<file path="config.mk">
export PLATFORM = sky130hd
export DESIGN_NAME = phase_unwrapper_mc
export DESIGN_NICKNAME = d
export VERILOG_FILES = /design/src/rtl/phase_unwrapper_pkg.sv /design/src/rtl/phase_diff_unwrap.sv /design/src/rtl/phase_unwrapper_mc.sv
export SDC_FILE = /design/constraint.sdc
export NUM_CORES = 1
export LEC_CHECK = 0
export BUFFER_PORTS_ARGS = -buffer_cell sky130_fd_sc_hd__clkbuf_2
export CAP_MARGIN = 10
export CORE_ASPECT_RATIO = 1.25
export CORE_UTILIZATION = 25
export CTS_CLUSTER_DIAMETER = 50
export DETAILED_ROUTE_END_ITERATION = 10
export GPL_TIMING_DRIVEN = 0
export PLACE_DENSITY_LB_ADDON = 0.3
export SETUP_SLACK_MARGIN = 0.02
export SLEW_MARGIN = 40
export SYNTH_ARGS = -nofsm -noshare
export SYNTH_HDL_FRONTEND = slang
export SYNTH_SLANG_ARGS = --single-unit
export TNS_END_PERCENT = 10
</file>
<file path="constraint.sdc">
create_clock -name clk -period 4.8 [get_ports clk]
set_input_delay 0.72 -clock clk [delete_from_list [all_inputs] [get_ports clk]]
set_output_delay 0.72 -clock clk [all_outputs]
set_load 0.05 [all_outputs]
</file>
<file path="src/rtl/phase_unwrapper_pkg.sv">
// rtl/phase_unwrapper_pkg.sv - scaling helpers, channel width and pipeline record for the phase unwrappers
package phase_unwrapper_pkg;

    // Widest channel index carried by the pipeline record (up to 256 channels)
    localparam int CHAN_MAX_W = 8;

    // PI in scaled radians for a w-bit wrapped phase
    function automatic int pi_scaled(input int w);
        return 1 << (w - 3);
    endfunction

    // 2*PI in scaled radians for a w-bit wrapped phase
    function automatic int twopi_scaled(input int w);
        return 1 << (w - 2);
    endfunction

    // Channel index width, never narrower than one bit
    function automatic int chan_w(input int n);
        return (n <= 2) ? 1 : $clog2(n);
    endfunction

    // Stage-valid plus channel tag travelling alongside the datapath
    typedef struct packed {
        logic                  vld;
        logic [CHAN_MAX_W-1:0] chan;
    } pipe_rec_t;

endpackage

</file>
<file path="src/rtl/phase_diff_unwrap.sv">
// rtl/phase_diff_unwrap.sv - registered fold of a raw phase difference into [-PI, +PI]
module phase_diff_unwrap
    import phase_unwrapper_pkg::*;
#(
    parameter int W = 16
) (
    input  logic              clk,
    input  logic              rst_n,
    input  logic              en,
    input  logic signed [W:0] diff,
    output logic signed [W:0] unwrapped
);

    localparam int PI_I    = pi_scaled(W);
    localparam int TWOPI_I = twopi_scaled(W);
    localparam logic signed [W:0] PI    = (W + 1)'(PI_I);
    localparam logic signed [W:0] TWOPI = (W + 1)'(TWOPI_I);

    logic signed [W:0] corr;

    // Single-step correction; exactly +PI and -PI pass through untouched
    always_comb begin
        corr = diff;
        if (diff > PI) begin
            corr = diff - TWOPI;
        end else if (diff < -PI) begin
            corr = diff + TWOPI;
        end
    end

    // Register the corrected difference when the upstream stage holds a sample
    always_ff @(posedge clk or negedge rst_n) begin
        if (!rst_n) begin
            unwrapped <= '0;
        end else if (en) begin
            unwrapped <= corr;
        end
    end

endmodule

</file>
<file path="src/rtl/phase_unwrapper_mc.sv">
// rtl/phase_unwrapper_mc.sv - multi-channel interleaved phase unwrapper; PHASE_UNWRAPPER_SAT_EN selects saturating accumulators
module phase_unwrapper_mc
    import phase_unwrapper_pkg::*;
#(
    parameter  int DIN_WIDTH  = 16,
    parameter  int DOUT_WIDTH = 32,
    parameter  int N_CHANNELS = 4,
    localparam int CW         = chan_w(N_CHANNELS)
) (
    input  logic                         clk,
    input  logic                         rst_n,
    input  logic                         clr,
    input  logic                         acc_on,
    input  logic                         s_valid,
    input  logic signed [DIN_WIDTH-1:0]  s_phase,
    input  logic                         s_last,
    output logic                         m_valid,
    output logic [CW-1:0]                m_chan,
    output logic signed [DIN_WIDTH:0]    m_freq,
    output logic signed [DOUT_WIDTH-1:0] m_phase,
    output logic                         sync_err,
    output logic                         sat
);

    // State arrays are sized to the full index range so any CW-bit index is legal
    localparam int NSLOT = 1 << CW;
    localparam logic [CW-1:0] LAST_CH = CW'(N_CHANNELS - 1);

    logic [CW-1:0]                ch_cnt;
    logic signed [DIN_WIDTH-1:0]  prev_phase [NSLOT];
    logic [NSLOT-1:0]             primed;
    logic signed [DOUT_WIDTH-1:0] acc [NSLOT];

    pipe_rec_t                    s1_rec;
    pipe_rec_t                    s2_rec;
    logic signed [DIN_WIDTH:0]    raw_diff;
    logic signed [DIN_WIDTH:0]    s1_diff;
    logic signed [DIN_WIDTH:0]    s2_diff;
    logic signed [DIN_WIDTH-1:0]  cur_prev;
    logic                         last_chan;
    logic [CW-1:0]                s2_ch;
    logic signed [DOUT_WIDTH-1:0] acc_cur;
    logic signed [DOUT_WIDTH-1:0] acc_next;

    // Channel tags above CW are always zero; fold them so every record bit is consumed
    logic unused_chan_bits;
    assign unused_chan_bits = ^s2_rec.chan;

    assign last_chan = (ch_cnt == LAST_CH);
    assign s2_ch     = s2_rec.chan[CW-1:0];

    // Stage 1 difference against the channel's previous phase; first sample after clear reads as zero
    always_comb begin
        cur_prev = prev_phase[ch_cnt];
        raw_diff = {s_phase[DIN_WIDTH-1], s_phase} - {cur_prev[DIN_WIDTH-1], cur_prev};
        if (!primed[ch_cnt]) begin
            raw_diff = '0;
        end
    end

    // Stage 1 register: channel counter, per-channel history, framing check
    always_ff @(posedge clk or negedge rst_n) begin
        if (!rst_n) begin
            ch_cnt   <= '0;
            primed   <= '0;
            s1_rec   <= '0;
            s1_diff  <= '0;
            sync_err <= 1'b0;
            for (int i = 0; i < NSLOT; i++) begin
                prev_phase[i] <= '0;
            end
        end else if (clr) begin
            ch_cnt   <= '0;
            primed   <= '0;
            s1_rec   <= '0;
            s1_diff  <= '0;
            sync_err <= 1'b0;
            for (int i = 0; i < NSLOT; i++) begin
                prev_phase[i] <= '0;
            end
        end else begin
            s1_rec.vld <= s_valid;
            if (s_valid) begin
                s1_rec.chan        <= CHAN_MAX_W'(ch_cnt);
                s1_diff            <= raw_diff;
                prev_phase[ch_cnt] <= s_phase;
                primed[ch_cnt]     <= 1'b1;
                ch_cnt             <= (s_last || last_chan) ? '0 : ch_cnt + CW'(1);
                if (s_last && !last_chan) begin
                    sync_err <= 1'b1;
                end
            end
        end
    end

    // Stage 2 datapath: wrap correction
    phase_diff_unwrap #(
        .W(DIN_WIDTH)
    ) u_unwrap (
        .clk       (clk),
        .rst_n     (rst_n),
        .en        (s1_rec.vld),
        .diff      (s1_diff),
        .unwrapped (s2_diff)
    );

    // Stage 2 control: carry valid and channel alongside the unwrap register
    always_ff @(posedge clk or negedge rst_n) begin
        if (!rst_n) begin
            s2_rec <= '0;
        end else if (clr) begin
            s2_rec <= '0;
        end else begin
            s2_rec <= s1_rec;
        end
    end

`ifdef PHASE_UNWRAPPER_SAT_EN
    // Sum is formed wide enough that neither operand can overflow before clamping
    localparam int SW = ((DOUT_WIDTH > DIN_WIDTH + 1) ? DOUT_WIDTH : DIN_WIDTH + 1) + 1;
    localparam logic signed [SW-1:0] ACC_MAX = SW'((longint'(1) << (DOUT_WIDTH - 1)) - 1);
    localparam logic signed [SW-1:0] ACC_MIN = ~ACC_MAX;

    logic signed [SW-1:0] acc_sum;
    logic                 acc_ovf;
    logic                 sat_r;

    // Stage 3 next accumulator value, clamped to the output range
    always_comb begin
        acc_cur  = acc[s2_ch];
        acc_sum  = SW'(acc_cur) + SW'(s2_diff);
        acc_ovf  = 1'b0;
        acc_next = acc_sum[DOUT_WIDTH-1:0];
        if (acc_sum > ACC_MAX) begin
            acc_next = ACC_MAX[DOUT_WIDTH-1:0];
            acc_ovf  = 1'b1;
        end else if (acc_sum < ACC_MIN) begin
            acc_next = ACC_MIN[DOUT_WIDTH-1:0];
            acc_ovf  = 1'b1;
        end
    end

    // Sticky saturation flag, raised only when a clamped value is actually committed
    always_ff @(posedge clk or negedge rst_n) begin
        if (!rst_n) begin
            sat_r <= 1'b0;
        end else if (clr) begin
            sat_r <= 1'b0;
        end else if (s2_rec.vld && acc_on && acc_ovf) begin
            sat_r <= 1'b1;
        end
    end

    assign sat = sat_r;
`else
    // Stage 3 next accumulator value, wrapping modulo the output width
    always_comb begin
        acc_cur  = acc[s2_ch];
        acc_next = acc_cur + DOUT_WIDTH'(s2_diff);
    end

    assign sat = 1'b0;
`endif

    // Stage 3 register: accumulate and present the result; outputs hold between samples
    always_ff @(posedge clk or negedge rst_n) begin
        if (!rst_n) begin
            m_valid <= 1'b0;
            m_chan  <= '0;
            m_freq  <= '0;
            m_phase <= '0;
            for (int i = 0; i < NSLOT; i++) begin
                acc[i] <= '0;
            end
        end else if (clr) begin
            m_valid <= 1'b0;
            m_chan  <= '0;
            m_freq  <= '0;
            m_phase <= '0;
            for (int i = 0; i < NSLOT; i++) begin
                acc[i] <= '0;
            end
        end else begin
            m_valid <= s2_rec.vld;
            if (s2_rec.vld) begin
                m_chan <= s2_ch;
                m_freq <= s2_diff;
                if (acc_on) begin
                    acc[s2_ch] <= acc_next;
                    m_phase    <= acc_next;
                end else begin
                    m_phase <= acc_cur;
                end
            end
        end
    end

endmodule

</file>
==> impl_metrics.py <==
metrics = {
    "timing": {
        "finalClockSkew_ps": 28.5,
        "highest_clock_rate_mhz": 221,
        "maxSlewHeadroom": 0.435,
        "timing.final.max_slew_violations": 0,
        "rsz_0062_raised_after_global_routing": "no",
        "total_setup_violations_reported_at_the_end_of_the_flow": 0,
        "final.period_utilization": 0.942,
        "finalWorstPathRequiredPeriod_ps": 4520,
        "tightestPinTransition_ps": 848,
        "final_hold_viol_count": 0,
        "totalNegativeSetupSlack_ps": 0,
    },
    "clocking": {
        "clock_tree.buffer_depth": 3,
        "cts.reportedPaths.clkPinSlew_ps": 50,
        "hold_fix_buffers_at_cts": 0,
        "cts_root_buf": "sky130_fd_sc_hd__clkbuf_16",
        "h-tree-depth": 2,
        "clkLatencyLatePin_ps": 570,
        "tritoncts.num_buffers": 38,
        "cts.sinks": 291,
        "tritoncts_clock_tree": "done",
        "post_cts.repair.setup_buffers": 0,
    },
    "power_and_ir_drop": {
        "power-per-cell-area_nw_per_um2": 350,
        "vdd_drop_max_uv": 295,
        "leakage_uw": 0.00778,
    },
    "route": {
        "wl_mm": 47.4,
        "number_of_nets_with_antenna_violations_after_routing": 0,
        "post_drt_via_cell_ratio": 4.99,
        "mean_routed_wirelength_per_cell_um": 20.4,
        "drt_iter0_markers": 709,
        "via_count": 11600,
        "drt_pre_antenna_iters": 5,
        "drc": 0,
    },
    "flow_run": {
        "number_of_maximum_capacitance_violations": 0,
    },
    "critical_path": {
        "critPathArrivalTime_ps": 4920,
        "worst-setup-path-type": "reg2reg",
        "timing.critical_path.fanout_max": 10,
        "timing.critical_path.from_type": "flop",
        "worst_setup_path_end_kind": "flop",
        "timing.critical_path.required_ps": 5200,
    },
    "synth": {
        "synth.cell_area_um2": 15000,
        "synthCells": 1411,
        "synth_top_cell_area_share": 0.485,
        "yosys_warnings": 0,
        "yosys_register_bits": 291,
        "netlist-cell-type-count": 76,
        "synth_area_per_cell_um2": 10.7,
        "postSynth.topFlopCell": "sky130_fd_sc_hd__dfrtp_1",
        "synthDominantAreaCellType": "sky130_fd_sc_hd__dfrtp_1",
        "asyncSetResetFlopFracSynth": 1.00,
        "syn-num-nets": 1489,
        "top_area_cells_in_the_synthesized_netlist": "sky130_fd_sc_hd__dfrtp_1, sky130_fd_sc_hd__mux4_2, sky130_fd_sc_hd__a22o_1",
        "synth_enable_flop_cells": 0,
        "seq_area_frac_synth": 0.485,
    },
    "grt": {
        "grt_first_pass_wirelength_mm": 73.2,
        "first_global_vias": 11900,
        "grt_max_degree": 72,
        "globalRouteTotalUtil": 0.156,
        "grt_antenna_before_repair": 0,
        "grt_remaining_overflow": 0,
    },
    "final_layout": {
        "fin_nets": 1606,
        "layout_common_cells": "sky130_fd_sc_hd__dfrtp_1, sky130_fd_sc_hd__nand2_1, sky130_fd_sc_hd__a22o_1",
        "number_of_antenna_repair_diodes": 0,
        "post-route-cell-area_um2": 17700,
        "area_growth_syn_to_layout_pct": 18.0,
        "filler_cell_count": 6217,
        "layout_commonest_cell": "sky130_fd_sc_hd__dfrtp_1",
        "drive_gt1_frac": 0.158,
    },
    "floorplan": {
        "die_w_um": 221,
        "core_region_area_um2": 59400,
        "dieArea_um2": 61100,
        "pin_count": 76,
        "dieHeight_um": 276,
        "initial_core_util": 0.253,
        "core.rowCount": 100,
    },
    "placement": {
        "global_placer_s_final_weighted_congestion": 0.892,
        "final_hpwl_dp_mm": 34.9,
        "post_dp_cell_area_um2": 16500,
        "input_output_buffers": 73,
    },
    "hold_path": {
        "min_delay_path_class": "in2async",
    },
    "status": {
        "run_status": "complete, no violations",
    },
}
## repair_timing
item,CTS,global route
pin swaps,0,0
setup endpoints to repair,21,9
cloned,0,0
resized for setup,4,2
hold endpoints to repair,0,0
## layer usage
metal  global-route usage  wire length [um]  vias to the layer above
met5                    0                 0                        -
met4               0.0543              1380                        0
met3               0.0271              2740                       89
met2                0.270             23900                      306
met1                0.194             19400                     5834
li1                     -                 -                     5339
## cells by family (layout without fill, tap and decap cells)
kind of cell,Yosys count,count (layout),synth area share
mux,108,108,0.114
other cells,1,1,0.000250
compound gates,391,391,0.187
xor+xnor,37,37,0.0216
buf+inv,129,273,0.0329
fa+ha+maj,56,56,0.0476
simple gates,398,398,0.112
flops,291,291,0.485
## cell type report
cell class | instances | area [um2] | area share
clock inverter | 18 | 200 | 0.0113
tap | 765 | 957 | 0.0540
inverter | 40 | 150 | 0.00847
multi-input combinational | 991 | 7250 | 0.409
sequential | 291 | 7280 | 0.411
timing repair buffer | 77 | 477 | 0.0269
buffer | 89 | 362 | 0.0204
clock buffer | 49 | 1050 | 0.0593
## worst paths after layout
path                                       end  cells after the start        from  slack (ps)
worst max-delay path               m_phase[27]                     13    s2_ch[1]         280
worst min-delay path            prev_phase[35]                      1       rst_n         130
worst max register to register     m_phase[27]                     13    s2_ch[1]         280
worst min register to register         acc[45]                      2     acc[45]         480
max in group asynchronous              acc[18]                      3       rst_n        3630
min in group clk                prev_phase[24]                      3  s_phase[8]         450
## critical path, cell delays in order, from the launching register on
cell	delay, ps
sky130_fd_sc_hd__dfrtp_1	450
sky130_fd_sc_hd__clkbuf_2	360
sky130_fd_sc_hd__buf_2	450
sky130_fd_sc_hd__mux4_2	400
sky130_fd_sc_hd__ha_1	290
sky130_fd_sc_hd__clkbuf_1	320
sky130_fd_sc_hd__nand4_1	160
sky130_fd_sc_hd__or2_2	320
sky130_fd_sc_hd__a2111oi_1	570
sky130_fd_sc_hd__o31ai_1	170
sky130_fd_sc_hd__xor2_1	420
sky130_fd_sc_hd__a21oi_1	200
sky130_fd_sc_hd__mux2i_1	200
sky130_fd_sc_hd__nor2_1	50
## sequential cells by signal, summed over array words and instances, names as in the netlist
register / cells
m_phase: 32
sync_err: 1
m_freq: 17
prev_phase: 64
s1_rec: 3
s1_diff: 17
s2_ch: 2
m_chan: 2
m_valid: 1
s2_rec: 1
u_unwrap.unwrapped: 17
primed: 4
ch_cnt: 2
acc: 128
## cells in the mapped netlist (7+ instances only)
cell type / number
sky130_fd_sc_hd__a211oi_1: 23
sky130_fd_sc_hd__a21o_1: 12
sky130_fd_sc_hd__a21oi_1: 106
sky130_fd_sc_hd__a22o_1: 112
sky130_fd_sc_hd__and2_1: 10
sky130_fd_sc_hd__and3_1: 9
sky130_fd_sc_hd__buf_1: 20
sky130_fd_sc_hd__clkbuf_1: 63
sky130_fd_sc_hd__dfrtp_1: 291
sky130_fd_sc_hd__ha_1: 54
sky130_fd_sc_hd__inv_1: 39
sky130_fd_sc_hd__mux2_2: 15
sky130_fd_sc_hd__mux2i_1: 44
sky130_fd_sc_hd__mux4_2: 49
sky130_fd_sc_hd__nand2_1: 214
sky130_fd_sc_hd__nand2b_1: 7
sky130_fd_sc_hd__nand3_1: 11
sky130_fd_sc_hd__nor2_1: 102
sky130_fd_sc_hd__nor2b_1: 13
sky130_fd_sc_hd__nor3_1: 10
sky130_fd_sc_hd__o21a_1: 15
sky130_fd_sc_hd__o21ai_0: 47
sky130_fd_sc_hd__o21ai_1: 8
sky130_fd_sc_hd__xnor2_1: 24
sky130_fd_sc_hd__xor2_1: 13
## stage by stage
stage / power, uW / cells / util / setup WS [ps] / hold slack (ps)
finish: 6210 / 2320 / 0.298 / 280 / 134
global route: 6450 / 2320 / 0.298 / 54.2 / 161
CTS: 6290 / 2320 / 0.298 / 55.0 / 138
detailed placement: 3410 / 2253 / 0.277 / -292 / 470
global placement: 3390 / 2249 / 0.275 / -3180 / 457
floorplan: 3110 / 1411 / - / 1140 / 424
## power breakdown
part,total [uW],internal [uW],switching [uW]
clock,2850,1720,1130
sequential,2570,2510,60.0
combinational,795,254,541
No activity file was read; power rests on OpenSTA's default activity.
